`src/rtl/vc_mux_arbiter_if.sv`:
```
// Signal bundle between the VC0/VC1 FIFOs, the VC merge arbiter and the downstream FIFO.
// The master modport is the arbiter side; slave is the FIFO/downstream side.
interface vc_mux_arbiter_if #(
  parameter int DATA_WIDTH = 6
);
  logic                  vc0_empty;
  logic                  vc1_empty;
  logic [DATA_WIDTH-1:0] data_in_vc0;
  logic [DATA_WIDTH-1:0] data_in_vc1;
  logic                  downstream_almost_full;
  logic                  pop_vc0;
  logic                  pop_vc1;
  logic [DATA_WIDTH-1:0] data_out;
  logic                  valid_out;
  logic                  vc_error;

  modport master (
    input  vc0_empty,
    input  vc1_empty,
    input  data_in_vc0,
    input  data_in_vc1,
    input  downstream_almost_full,
    output pop_vc0,
    output pop_vc1,
    output data_out,
    output valid_out,
    output vc_error
  );

  modport slave (
    output vc0_empty,
    output vc1_empty,
    output data_in_vc0,
    output data_in_vc1,
    output downstream_almost_full,
    input  pop_vc0,
    input  pop_vc1,
    input  data_out,
    input  valid_out,
    input  vc_error
  );
endinterface

```
`src/rtl/vc_mux_arbiter.sv`:
```
// Merges the VC0/VC1 FIFOs into one stream: combinational pop arbitration (round-robin or
// strict VC0 priority), two-cycle pop-to-output pipeline and a sticky VC tag mismatch flag.
module vc_mux_arbiter #(
  parameter int DATA_WIDTH = 6,
  parameter bit ARB_MODE   = 1'b1
) (
  input logic                clk,
  input logic                reset,
  vc_mux_arbiter_if.master   bus
);

  typedef enum logic {
    VC0 = 1'b0,
    VC1 = 1'b1
  } vc_t;

  vc_t                   rr_last;
  vc_t                   rd_sel;
  logic                  rd_pending;
  logic                  grant_vc0;
  logic                  grant_vc1;
  logic [DATA_WIDTH-1:0] captured;
  logic [DATA_WIDTH-1:0] data_out_q;
  logic                  valid_out_q;
  logic                  vc_error_q;

  // Grant: never during reset or downstream backpressure, never onto an empty FIFO.
  always_comb begin
    grant_vc0 = 1'b0;
    grant_vc1 = 1'b0;
    if (!reset && !bus.downstream_almost_full) begin
      if (!bus.vc0_empty && !bus.vc1_empty) begin
        if (!ARB_MODE || rr_last == VC1) begin
          grant_vc0 = 1'b1;
        end else begin
          grant_vc1 = 1'b1;
        end
      end else if (!bus.vc0_empty) begin
        grant_vc0 = 1'b1;
      end else if (!bus.vc1_empty) begin
        grant_vc1 = 1'b1;
      end
    end
  end

  assign bus.pop_vc0 = grant_vc0;
  assign bus.pop_vc1 = grant_vc1;

  always_comb begin
    captured = '0;
    if (rd_sel == VC1) begin
      captured = bus.data_in_vc1;
    end else begin
      captured = bus.data_in_vc0;
    end
  end

  always_ff @(posedge clk) begin
    if (reset) begin
      rr_last     <= VC1;
      rd_sel      <= VC0;
      rd_pending  <= 1'b0;
      data_out_q  <= '0;
      valid_out_q <= 1'b0;
      vc_error_q  <= 1'b0;
    end else begin
      rd_pending <= grant_vc0 | grant_vc1;
      if (grant_vc0 || grant_vc1) begin
        rd_sel <= grant_vc1 ? VC1 : VC0;
        if (ARB_MODE) begin
          rr_last <= grant_vc1 ? VC1 : VC0;
        end
      end

      // FIFO read data is valid the cycle after the pop, so capture on rd_pending.
      if (rd_pending) begin
        data_out_q  <= captured;
        valid_out_q <= 1'b1;
        if (captured[DATA_WIDTH-1] != rd_sel) begin
          vc_error_q <= 1'b1;
        end
      end else begin
        data_out_q  <= '0;
        valid_out_q <= 1'b0;
      end
    end
  end

  assign bus.data_out  = data_out_q;
  assign bus.valid_out = valid_out_q;
  assign bus.vc_error  = vc_error_q;

endmodule
```
`src/flat_wrapper.sv`:
```
// flat-port wrapper written by rule: the top's interface ports become plain ports
module vc_mux_arbiter_flat 
#(
  parameter int DATA_WIDTH = 6,
  parameter bit ARB_MODE   = 1'b1
)
  (clk, reset, bus_vc0_empty, bus_vc1_empty, bus_data_in_vc0, bus_data_in_vc1, bus_downstream_almost_full, bus_pop_vc0, bus_pop_vc1, bus_data_out, bus_valid_out, bus_vc_error);
  vc_mux_arbiter_if #(.DATA_WIDTH(DATA_WIDTH)) bus_i ();
  input logic clk;
  input logic reset;
  input wire logic [$bits(bus_i.vc0_empty)-1:0] bus_vc0_empty;
  input wire logic [$bits(bus_i.vc1_empty)-1:0] bus_vc1_empty;
  input wire logic [$bits(bus_i.data_in_vc0)-1:0] bus_data_in_vc0;
  input wire logic [$bits(bus_i.data_in_vc1)-1:0] bus_data_in_vc1;
  input wire logic [$bits(bus_i.downstream_almost_full)-1:0] bus_downstream_almost_full;
  output wire logic [$bits(bus_i.pop_vc0)-1:0] bus_pop_vc0;
  output wire logic [$bits(bus_i.pop_vc1)-1:0] bus_pop_vc1;
  output wire logic [$bits(bus_i.data_out)-1:0] bus_data_out;
  output wire logic [$bits(bus_i.valid_out)-1:0] bus_valid_out;
  output wire logic [$bits(bus_i.vc_error)-1:0] bus_vc_error;
  assign bus_i.vc0_empty = bus_vc0_empty;
  assign bus_i.vc1_empty = bus_vc1_empty;
  assign bus_i.data_in_vc0 = bus_data_in_vc0;
  assign bus_i.data_in_vc1 = bus_data_in_vc1;
  assign bus_i.downstream_almost_full = bus_downstream_almost_full;
  assign bus_pop_vc0 = bus_i.pop_vc0;
  assign bus_pop_vc1 = bus_i.pop_vc1;
  assign bus_data_out = bus_i.data_out;
  assign bus_valid_out = bus_i.valid_out;
  assign bus_vc_error = bus_i.vc_error;
  vc_mux_arbiter #(.DATA_WIDTH(DATA_WIDTH), .ARB_MODE(ARB_MODE)) u_core (.clk(clk), .reset(reset), .bus(bus_i));
endmodule
```
`config.mk`:
```
export PLATFORM = sky130hd
export DESIGN_NAME = vc_mux_arbiter_flat
export DESIGN_NICKNAME = d
export VERILOG_FILES = /design/src/rtl/vc_mux_arbiter_if.sv /design/src/rtl/vc_mux_arbiter.sv /design/src/flat_wrapper.sv
export SDC_FILE = /design/constraint.sdc
export NUM_CORES = 1
export LEC_CHECK = 0
export CAP_MARGIN = 20
export CORE_MARGIN = 2
export CORE_UTILIZATION = 30
export CTS_CLUSTER_DIAMETER = 40
export DETAILED_ROUTE_END_ITERATION = 8
export HOLD_SLACK_MARGIN = 0.02
export PLACE_DENSITY = 0.77
export SKIP_CTS_REPAIR_TIMING = 1
export SYNTH_ARGS = -nofsm -noshare
export SYNTH_HDL_FRONTEND = slang
export SYNTH_SLANG_ARGS = --single-unit
```
`constraint.sdc`:
```
create_clock -name clk -period 0.91 [get_ports clk]
set_input_delay 0.182 -clock clk [delete_from_list [all_inputs] [get_ports clk]]
set_output_delay 0.182 -clock clk [all_outputs]
set_load 0.01 [all_outputs]
```
==> summary.md, run 1 <==
The tools report the critical path capture point type as an output port. The post-route clock period utilization was 130.6%. The portion of synthesized cell area occupied by the leading cell type is 51.92%, and the number of buffers on the longest clock path is 2. The floorplan has 13 rows. The worst slew margin relative to its limit was 83.83%.

The run gives 0 as the max-slew violation count. Setup repair after global routing could not meet its margin everywhere. The number of instances in the synthesized netlist is 41, and the post-CTS clock slew at the launch and capture registers of the worst setup and hold paths is 0.07 ns. For the wire length of the first global-routing pass, the log shows 1718 um. Measured on the finished design, the core utilization comes to 58.78%. The flow ran to the end, but the final reports show violations.

Number of buffers and inverters on the critical path: 1. The reported leakage power was 0.3818 nW; the final routed DRC violation total was 0. The number of port buffers is 26. The later pin in the worst-skew pair is clocked with a latency of 0.26 ns.

TritonCTS created 3 clock buffers. The logs give 1 for the initial DRC count and 0 for the remaining antenna violation count after routing. Final hold analysis gives a worst-case slack of 0.2734 ns. Of all cell types, the one taking the most synthesized area is dfxtp_1. Critical setup path kind: reg2out. The die is 41.60 um tall.

Counting distinct cell types in the post-synthesis netlist gives 15. Entering global routing, the biggest net connects 10 pins. For this block, the routed nets add up to 961 um of wire.

For this configuration, the core starts out at a cell density of 32.19%. The logs give 0 for the remaining global-route overflow and 3 for the final setup violation count. The worst-case IR drop observed on VDD is 0.5388 mV. The run gives 0 as the initial antenna violation count.

The hold violation count in the final report was 0. TritonCTS built the clock tree. At the pin with the least slew margin, the transition time is 0.2425 ns.

Cells with a size suffix above 1 make up 40.51% of the layout. The tools report the H-tree depth as 1. Worst endpoint required time: 0.73 ns. The floorplan step set the die width to 41.60 um.

After legalization and detailed placement, the total HPWL measured 749.7 um. Yosys printed 0 warnings. Dividing the detail-routed wire length by the instance count gives 10.22 um. 0 antenna diodes ended up in the layout.

Using the TritonRoute via totals, the vias-per-cell ratio works out to 4.553. The checks that failed: setup timing. Across the run, the number of max-cap violations was 0. The post-synthesis sequential element count was 11. STA puts the critical path data arrival time at 1.01 ns. The worst setup skew after layout was 0.001945 ns.

The sort of element at the start of the critical path is a register. Clock tree synthesis found a total of 11 sinks. The minimum clock period after layout came out at 1.188 ns. The root buffer cell chosen for the clock tree is clkbuf_4.

For the final-stage net count, the log shows 97. Path category of the worst min-delay check: in2reg. The critical path goes through nor2b_4 -> nor3_2 -> buf_2.

For the summed instance area of the synthesized netlist, the log shows 424.2 sq um. Die area: 1731 sq um. Number of top-level design ports: 27. Sequential cells were found to cover 51.92% of the synthesized design area.

Across every metal layer, demand over resource in global routing totals 12.64%. The total area inside the core boundary comes to 1318 sq um. The number of instances in the placed design was 89; the first-pass iteration count of the detailed router was 2. The run gives 58 as the synthesized netlist net count. The largest stage delay on the critical path is 0.34 ns, and the maximum achievable frequency is 841.4 MHz. Of all nets on the critical path, the largest fanout is 4. Signed area change from the synthesized netlist to the final layout: 82.60%. At the end of routability-driven placement, the weighted congestion stood at 0.7089. For this run, the number of standard cells in the final layout without fillers is 94. The via count of the first global-routing pass was 423; the power per unit of standard cell area was 1343 nW/um^2. The final route contains 428 vias. By area the synthesized netlist is led by dfxtp_1 (52%), mux2i_1 (14%), nor2_1 (7.1%). The top cell family by delay on the critical path was flip-flops. Dividing the synthesized area by the synthesized cell count gives 10.35 sq um. The critical-path cell with the highest stage delay was dfxtp_2. The final worst slack was -0.2785 ns.
report_power, final:
| part | switching [mW] | internal (mW) | total (mW) |
|---|---|---|---|
| Combinational | 0.0651 | 0.134 | 0.199 |
| Sequential | 0.0174 | 0.503 | 0.520 |
| Clock | 0.152 | 0.169 | 0.321 |
layout make-up:
type / count / area [sq um]
Inverter: 2 / 7.507
Timing Repair Buffer: 35 / 291.5
Fill cell: 128 / 543.0
Clock buffer: 4 / 26.28
Sequential cell: 11 / 224.0
Multi-Input combinational cell: 27 / 206.4
Tap cell: 15 / 18.77
Yosys cell counts:
master and instances:
o21ai_0 1, a22o_1 1, buf_4 1, mux2i_1 6, nor2b_1 1, o21a_1 1, o311ai_1 1, inv_1 2
nand2b_2 2, o32ai_2 1, dfxtp_1 11, nor3_1 2, or2_4 1, a21oi_1 2, nor2_1 8
worst register-to-register path, cell delays in order (launching register included):
cell,delay (ns)
dfxtp_2,0.34
nor2b_4,0.13
buf_4,0.13
buf_6,0.10
o32ai_2,0.22
through the flow:
step / TNS (ns) / instance area (sq um) / power [mW] / setup WS, ns
floorplan: -0.009299 / 424.2 / 0.5910 / -0.004649
global placement: -5.421 / 755.7 / 0.7272 / -0.8738
detailed placement: -5.541 / 755.7 / 0.7307 / -0.8810
CTS: -5.675 / 782.0 / 1.054 / -0.8905
global route: -0.7834 / 774.5 / 1.088 / -0.3200
finish: -0.6045 / 774.5 / 1.040 / -0.2785
path summary, 6_finish.rpt:
kind | startpoint | endpoint | slack [ns] | cells past startpoint
hold reg to reg | u_core.bus.vc_error$_SDFFE_PP0P_ | u_core.bus.vc_error$_SDFFE_PP0P_ | 0.47 | 1
hold / removal | bus_downstream_almost_full | u_core.rr_last$_SDFFE_PP1P_ | 0.27 | 3
setup / recovery | u_core.rr_last$_SDFFE_PP1P_ | bus_pop_vc1 | -0.28 | 3
setup reg to reg | u_core.rr_last$_SDFFE_PP1P_ | u_core.rd_sel$_SDFFE_PP0P_ | -0.10 | 4
logic make-up (layout without fill, tap and decap cells):
logic type | count (synthesis) | after routing | share of synthesized area (%)
mux | 6 | 6 | 14.16
simple gates | 14 | 14 | 17.11
compound gates | 7 | 7 | 13.28
buf+inv | 3 | 41 | 3.541
flops | 11 | 11 | 51.92
metal layers:
| layer | vias up | global-route usage (%) | routed length, um |
|---|---|---|---|
| li1 | 217 | - | - |
| met1 | 188 | 14.75 | 393 |
| met2 | 21 | 19.38 | 445 |
| met3 | 2 | 4.783 | 118 |
| met4 | 0 | 7.742 | 4 |
| met5 | - | 0 | 0 |
registers in the layout, summed over array words and instances, names as in the netlist:
signal and cells:
u_core.bus.valid_out 1, u_core.rd_pending 1, u_core.rr_last 1, u_core.bus.data_out 6, u_core.rd_sel 1, u_core.bus.vc_error 1
cells in the final DEF, fill, tap and decap left out, types with 2 or more instances in the layout:
cell / count
nand2b_2: 2
dfxtp_1: 8
buf_2: 5
clkbuf_4: 3
nor3_2: 2
dfxtp_2: 3
clkbuf_2: 5
buf_4: 8
a21oi_1: 2
clkdlybuf4s50_1: 12
inv_1: 2
nor2_1: 8
mux2i_1: 6
dlymetal6s2s_1: 4
Note: power is estimated with default switching activity, not from simulation.
==> inputs of run 2 (changes only) <==
ABC_AREA = 0   (was unset)
==> results of run 2 <==
Same layout as run 1: the final DEF is identical, and so are final timing and power.
==> inputs of run 3 (changes only) <==
CELL_PAD_IN_SITES_DETAIL_PLACEMENT = 2   (was unset)
CELL_PAD_IN_SITES_GLOBAL_PLACEMENT = 2   (was unset)
CORE_ASPECT_RATIO = 1.25   (was unset)
CORE_UTILIZATION = 16   (was 30)
PLACE_DENSITY = 0.74   (was 0.77)
==> summary.md, run 3 (synthesis results as in run 1) <==
The flow ran to the end, but the final reports show violations. The final reports fail on setup timing. By startpoint and endpoint, the worst setup path is classified as reg2out. The worst setup skew after layout came out at 0.004610 ns (+0.002665 ns). Height of the die: 61.57 um (+48%). The global placer's final weighted congestion is 0.6754 (-4.7%). The post-route clock period utilization was 130.7% (about the same); the number of maximum-capacitance constraint violations was 0 (unchanged). The tools report the routing usage on met1 as 11.08% (-3.7 points). Vias per cell: 4.044 (-11%). The number of instances in the placed design came out at 108 (+21%). Setup repair after global routing could not meet its margin everywhere. The critical path capture point type is an output port. The logs give 27 (unchanged) for the number of top-level design ports and 0 (unchanged) for the final routed DRC violation total. The width of the chip was 50.05 um (+20%); the reported leakage power was 0.3902 nW (+2.2%).

The most critical setup path has its endpoint at bus_pop_vc1. The run gives 3081 sq um (+78%) as the die area. The run gives 1.01 ns (about the same) as the signal arrival time at the worst endpoint. The tools report the number of buffers on the longest clock path as 2 (unchanged). The remaining antenna violation count after routing is 0 (unchanged), and the wire length per cell is 13.19 um (+29%). The minimum clock period after layout was 1.190 ns (+0.001050 ns); the initial antenna violation count was 0 (unchanged). Worst endpoint required time: 0.73 ns (about the same). The via count of the first global-routing pass is 533 (+26%). The met3 layer usage reported by global route is 3.398% (-1.4 points). The global-route total usage across every layer is 11.54% (-1.1 points).

The run gives 3 (unchanged) as the TritonCTS buffer count. For the final-stage net count, the log shows 98 (+1.0%). The total power came out at 1.065 mW (+2.4%).

The number of core rows is 20 (+7), and the insertion delay to the later sink of the worst-skew pair is 0.27 ns (about the same). The first-pass iteration count of the detailed router was 3 (+1). In the layout the commonest cells are clkdlybuf4s50_1 (12), buf_4 (9), nor2_1 (8). H-tree depth: 1 (unchanged). Setup slack on the worst flop-to-flop path: 0.02 ns (+0.12 ns).

The tools report the initial DRC count as 2 (+1). Number of flip-flops under the largest register name: 6 (unchanged). The worst register-to-register path ends at u_core.rd_sel$_SDFFE_PP0P_. Signed area change from the synthesized netlist to the final layout: 97.64%. The clock root buffer was clkbuf_4. The actual slew at the worst max-slew pin is 0.2274 ns (-0.01518 ns), and the fraction of final layout cells with drive strength greater than 1 is 46.25% (+5.7 points).

The standard cell core area came out at 2477 sq um (+88%). Leaving out fill and tap cells, the most frequent cell in the layout is clkdlybuf4s50_1. Reg-to-reg startpoint: u_core.rr_last$_SDFFE_PP1P_. TritonCTS built the clock tree. The path category of the worst min-delay check is in2reg.

The logs give 17.12% (-15 points) for the starting density of the core and 113 (+20%) for the filler-free cell count of the finished design. The via count of the routed design was 457 (+6.8%). The number of port buffers is 26 (unchanged), and the hold violation count in the final report is 0 (unchanged).

The tools report the largest vdd supply drop as 0.2896 mV (-46%). The count of clock tree sinks is 11 (unchanged). The tools report the worst slew margin relative to its limit as 84.60% (+0.77 points). The post-DP HPWL came out at 1155 um (+54%).

For the largest net degree at the start of global routing, the log shows 10 (unchanged). The maximum fanout encountered on the critical timing path works out to 4 (unchanged). The wire length of the first global-routing pass is 2497 um (+45%).

The final setup violation count was 2 (-1); the post-CTS clock slew at the launch and capture registers of the worst setup and hold paths was 0.07 ns (about the same). Sort of element at the start of the critical path: a register. The maximum achievable frequency was 840.7 MHz (about the same); the remaining global-route overflow was 0 (unchanged). Number of inserted diodes: 0 (unchanged). The worst reg-to-reg path cell count was 3 (-1); the met2 layer usage reported by global route was 21.24% (+1.9 points). The tools report the sum of negative setup slack as -0.5316 ns (+0.07293 ns).

The tools report the worst setup path startpoint as u_core.rr_last$_SDFFE_PP1P_. The max-slew violation count came out at 0 (unchanged). Layer with the highest usage after global routing: met2. The power per unit of standard cell area works out to 1271 nW/um^2 (-5.4%). The tools report the worst hold margin as 0.2868 ns (+0.01345 ns).

The run gives 1491 um (+55%) as the final wirelength. The run gives -0.2795 ns (-0.001050 ns) as the final worst slack.
-- run 3: worst max-delay path: stages, from the launching register on --
cell     delay (ns)
dfxtp_2        0.33
nor2b_2        0.16
nor3_2         0.10
buf_2          0.15
-- run 3: area by class of cell --
| cell class | instances | area [sq um] |
|---|---|---|
| clock buffer | 4 | 26.28 |
| timing repair buffer | 36 | 330.3 |
| multi-input combinational | 27 | 201.4 |
| tap | 33 | 41.29 |
| fill | 276 | 1639 |
| sequential | 11 | 231.5 |
| inverter | 2 | 7.507 |
-- run 3: how the worst min path moves through the flow --
stage | to | depth (start not counted) | slack (ns) | startpoint
3_3_place_gp | u_core.rr_last$_SDFFE_PP1P_ | 1 | 0.52 | u_core.rr_last$_SDFFE_PP1P_
2_1_floorplan | u_core.rd_pending$_SDFF_PP0_ | 1 | 0.27 | bus_vc1_empty
6_report | u_core.rd_pending$_SDFF_PP0_ | 3 | 0.29 | bus_vc1_empty
4_1_cts | u_core.bus.data_out[2]$_SDFF_PP0_ | 3 | 0.53 | bus_data_in_vc0[2]
5_1_grt | u_core.rd_pending$_SDFF_PP0_ | 3 | 0.30 | bus_vc1_empty
3_5_place_dp | u_core.rr_last$_SDFFE_PP1P_ | 1 | 0.54 | u_core.rr_last$_SDFFE_PP1P_
-- run 3: where the power goes --
| group | switching, mW | total, mW | internal (mW) | leakage, nW |
|---|---|---|---|---|
| clock | 0.161 | 0.331 | 0.170 | 0.0150 |
| sequential | 0.0160 | 0.518 | 0.502 | 0.0925 |
| combinational | 0.0743 | 0.217 | 0.142 | 0.283 |
-- run 3: metal layers --
layer  up-vias  wire, um
met5         -         0
met4         0        40
met3         3       115
met2        27       784
met1       210       550
li1        217         -
-- run 3: stage by stage --
stage	worst slack, ns	area, sq um	utilization [%]
3_3_place_gp	-0.8737	785.8	31.72
2_1_floorplan	-0.004649	424.2	-
6_report	-0.2795	838.3	33.84
3_5_place_dp	-0.9063	785.8	31.72
4_1_cts	-0.9289	812.0	32.78
5_1_grt	-0.3198	838.3	33.84
==> RTL change 1: new RTL, flow settings as in run 2 <==
`DATA_WIDTH` is set to 6 in 3 places; all go to 12.
--- a/src/rtl/vc_mux_arbiter_if.sv
+++ b/src/rtl/vc_mux_arbiter_if.sv
@@ -3,3 +3,3 @@
 interface vc_mux_arbiter_if #(
-  parameter int DATA_WIDTH = 6
+  parameter int DATA_WIDTH = 12
 );
--- a/src/rtl/vc_mux_arbiter.sv
+++ b/src/rtl/vc_mux_arbiter.sv
@@ -3,3 +3,3 @@
 module vc_mux_arbiter #(
-  parameter int DATA_WIDTH = 6,
+  parameter int DATA_WIDTH = 12,
   parameter bit ARB_MODE   = 1'b1
--- a/src/flat_wrapper.sv
+++ b/src/flat_wrapper.sv
@@ -3,3 +3,3 @@
 #(
-  parameter int DATA_WIDTH = 6,
+  parameter int DATA_WIDTH = 12,
   parameter bit ARB_MODE   = 1'b1
Interface: changed (resized bus_data_in_vc0, bus_data_in_vc1 and bus_data_out); port bits go from 27 to 45. The function was not compared with the original's and may differ.
==> RTL change 1 against run 2 <==
The run still ends with setup timing left; worst setup slack got worse by 0.030 ns; synthesized area increased by 52%; clock power increased by 20%; critical path type unchanged; sequential cell count increased by 6; routed wire length increased by 72%; highest routed layer unchanged; global-route usage increased by 0.64 points; final area increased by 60%; maximum frequency decreased by 2.5%; largest power group unchanged; total power increased by 44%; combinational power increased by 64%.
==> RTL change 1: results <==
set metrics [dict create \
    skew_ns 0.00295 \
    pwr-share-clk_pct 25.7 \
    grt_util_all_layers_pct 13.3 \
    p_seq_share_pct 52.5 \
    cp_slowest_cell "dfxtp_2" \
    layout-drive-gt1-share_pct 40.2 \
    wl_per_cell_um 11.5 \
    slowest_delay_ns 0.34 \
    synth-seq-area-share_pct 52.8 \
    synth_cell_types 18 \
    grt_start_max_net_pins 11 \
    dp_hpwl_um 1260 \
    root_buffer "clkbuf_4" \
    largest_register_ffs 12 \
    synthAdderAreaFrac_pct 0 \
    nFillCells 186 \
    r2r_cells 3 \
    peakVddDrop_mv 0.589 \
    first_iter_violations 3 \
    finalSetupViolations 4 \
    synth_compound_area_share_pct 8.74 \
    worst-endpoint-arrival_ns 1.04 \
    violations "setup timing" \
    vias_per_cell 4.42 \
    synth_mux_area_share_pct 18.6 \
    insertion_delay_ns 0.28 \
    slew_headroom_pct 80.3 \
    grt_pass1_wl_um 2550 \
    die-width_um 50.3 \
    syn_nets 90 \
    grt_pass1_vias 617 \
    cts_buffers 3 \
    fin_ws_ns -0.309 \
    place.gp.congestion 0.633 \
    rrSetupSlack_ns -0.01 \
    port_buffers 44 \
    r2r_start "u_core.rd_sel" \
    r2r_end "u_core.bus.data_out[8]" \
    clk_pin_slew_ns 0.09 \
    synth.area.top_cells "dfxtp_1 (53%), mux2i_1 (19%), nor2_1 (8.2%)" \
    nets 147 \
    leakagePower_nw 0.561 \
    synthTopCellsByCount "dfxtp_1 (17), nor2_1 (14), mux2i_1 (12)" \
    cp_max_fo 4 \
    power.density_nw_per_um2 1210 \
    switching_share_pct 22.5 \
    status "complete, but fails checks" \
    hp-start "bus_downstream_almost_full" \
    cts_buffer_depth 2 \
    first_pass_iters 4 \
]
[RTL change 1: routing by layer]
metal / track usage (%) / routed length, µm / part of all wire (%)
met5: 0 / 0 / 0
met4: 6.76 / 11 / 0.67
met3: 5.65 / 191 / 12
met2: 22.6 / 818 / 49
met1: 13.9 / 633 / 38
[RTL change 1: worst min-delay path, stage by stage]
cell and delay, ns:
dlymetal6s2s_1 0.10, buf_4 0.12, o311ai_0 0.12
[RTL change 1: cells by family after synthesis]
kind of cell | Yosys count
AO/OA/AOI/OAI | 7
buffers and inverters | 5
flip-flops | 17
multiplexers | 12
AND/OR/NAND/NOR | 20
[RTL change 1: cell type report]
type | instances | area share, %
flip-flops and latches | 17 | 28.7
inverters | 2 | 0.607
multi-input cells | 39 | 23.5
repair buffers | 55 | 42.3
well taps | 27 | 2.73
clock buffers | 4 | 2.13
[RTL change 1: metrics by stage]
stage	worst slack, ns	hold WS, ns	cell area (µm²)	setup TNS (ns)	cells
after floorplan	-0.00465	0.270	644	-0.00930	61
after global placement	-0.851	0.473	1190	-8.20	140
after detailed placement	-0.898	0.471	1190	-8.61	140
after CTS	-0.914	0.499	1210	-8.60	144
after global routing	-0.387	0.311	1240	-1.30	144
final	-0.309	0.295	1240	-0.514	144
[RTL change 1: worst max path at each step]
stage / start / slack (ns) / to
CTS: reset / -0.91 / bus_pop_vc1
finish: u_core.rr_last / -0.31 / bus_pop_vc1
global placement: reset / -0.85 / bus_pop_vc1
global route: u_core.rr_last / -0.39 / bus_pop_vc1
detailed placement: reset / -0.90 / bus_pop_vc1
floorplan: reset / -0.005 / bus_pop_vc0
==> RTL change 2: new RTL, config.mk and constraints of run 2 <==
Made on the original files. Reset style: asynchronous (`reset`), changed in one clocked block.
--- a/src/rtl/vc_mux_arbiter.sv
+++ b/src/rtl/vc_mux_arbiter.sv
@@ -57,3 +57,3 @@
 
-  always_ff @(posedge clk) begin
+  always_ff @(posedge clk or posedge reset) begin
     if (reset) begin
Check against the original RTL: differs if reset is asserted again (counterexample within 4 cycles, from zero or initial values and one cycle with reset high); with reset held inactive, the same outputs for 10 cycles.
==> RTL change 2 against run 2 <==
The flow still finishes with violations (setup timing); cell count is 3.2% higher; worst setup slack worse by 0.098 ns; total power is 18% higher; synthesized area grew 11%; final area increased by 14%; sequential cell count unchanged; die area is 10% higher; register-to-register slack better by 0.04 ns; routed wire length up 14%; sequential share of layout area is 2.4 points higher; critical path type unchanged.
==> RTL change 2: results <==
set metrics [dict create \
    status "complete, but fails checks" \
    violations "setup timing" \
    antenna_cells 0 \
    dp_hpwl_um 834 \
    synth-seq-area-share_pct 58.6 \
    first_iter_violations 0 \
    async_flop_share_pct 100 \
    cp_max_fo 3 \
    vias_per_cell 4.52 \
    port_buffers 26 \
    finalSetupViolations 12 \
    synthTopCellsByCount "dfrtp_1 (10), mux2i_1 (6), nor2b_1 (6), inv_1 (2), o21a_1 (2)" \
    dp_cells 89 \
    leakagePower_nw 0.472 \
    root_buffer "clkbuf_4" \
    layout-drive-gt1-share_pct 44.4 \
    worst-endpoint-arrival_ns 1.10 \
    setup-tns-final_ns -0.970 \
    insertion_delay_ns 0.26 \
    p_sw_mw 0.302 \
    yosys_warnings 0 \
    grt_pass1_vias 407 \
    cts_buffers 3 \
    place.gp.congestion 0.749 \
    antenna_found_initial 0 \
    syn_nets 54 \
    grt_pass1_wl_um 1640 \
    first_pass_iters 1 \
    pre_cts_slack_ns -0.915 \
    cts_buffer_depth 2 \
    nets 99 \
    slew_headroom_pct 85.8 \
    synth.area.top_cells "dfrtp_1 (53%), mux2i_1 (13%), nor2b_1 (8.0%)" \
    fin_util_pct 59.5 \
    clk_pin_slew_ns 0.07 \
    largest_register_ffs 6 \
    peakVddDrop_mv 0.688 \
    wl_per_cell_um 11.3 \
    nFillCells 134 \
    skew_ns 0.00457 \
    pwr-share-clk_pct 25.8 \
    dr_total_vias 438 \
    grt_util_all_layers_pct 12.0 \
    grt_start_max_net_pins 10 \
    power_mw 1.23 \
    p_seq_share_pct 45.3 \
    hold_violations 0 \
    min_path_type "input port to asynchronous set/reset pin" \
    fin_ws_ns -0.377 \
    synth_cell_types 16 \
    avgSynthCellArea_um2 12.7 \
    setup.worst_path.start_class "register" \
    placed_area_um2 840 \
    h-tree-depth 1 \
]
[RTL change 2: cell types whose count changed in the layout (fill, tap and decap cells not counted), moves of 2 or more]
cell and change:
a21oi_1 -2, buf_2 -3, buf_4 +3, buf_6 +3, clkbuf_2 +3, dfrtp_1 +9
dfxtp_1 -8, dfxtp_2 -3, nand2b_2 -2, nor2_1 -8, nor2b_1 +5, nor3_2 -2
[RTL change 2: final timing paths]
path	from	to	slack, ns	cells after the start
hold reg to reg	u_core.rd_pending	u_core.bus.valid_out	0.52	0
min in group clk	bus_vc1_empty	u_core.rd_pending	0.23	3
max in group asynchronous	reset	u_core.rd_sel	0.69	4
hold / removal	reset	u_core.bus.data_out[2]	0.1	4
setup / recovery	u_core.rr_last	bus_pop_vc1	-0.38	3
setup reg to reg	u_core.rr_last	u_core.rd_sel	-0.06	3
[RTL change 2: cells by family after synthesis]
logic type | after synthesis | synth area share, %
simple gates | 11 | 15.4
compound gates | 6 | 10.6
mux | 6 | 12.7
flops | 11 | 58.6
buf+inv | 3 | 2.65
[RTL change 2: per-layer routing]
| metal | vias up | share of wire [%] | GRT usage (%) |
|---|---|---|---|
| met2 | 12 | 55 | 22.1 |
| met4 | 0 | 2.0 | 7.27 |
| met5 | - | 0 | 0 |
| met3 | 2 | 5.0 | 3.75 |
| met1 | 210 | 38 | 11.5 |
| li1 | 214 | - | - |
[RTL change 2: cell type report]
type | instances | area share (%)
tap | 16 | 2.26
sequential | 11 | 31.4
inverter | 2 | 0.847
clock buffer | 4 | 2.97
multi-input combinational | 23 | 23.3
timing repair buffer | 41 | 39.3
[RTL change 2: worst max-delay path, stage by stage, from the launching register on]
cell and delay (ns):
dfstp_2 0.54, nor2b_4 0.15, nor2_2 0.03, buf_2 0.12
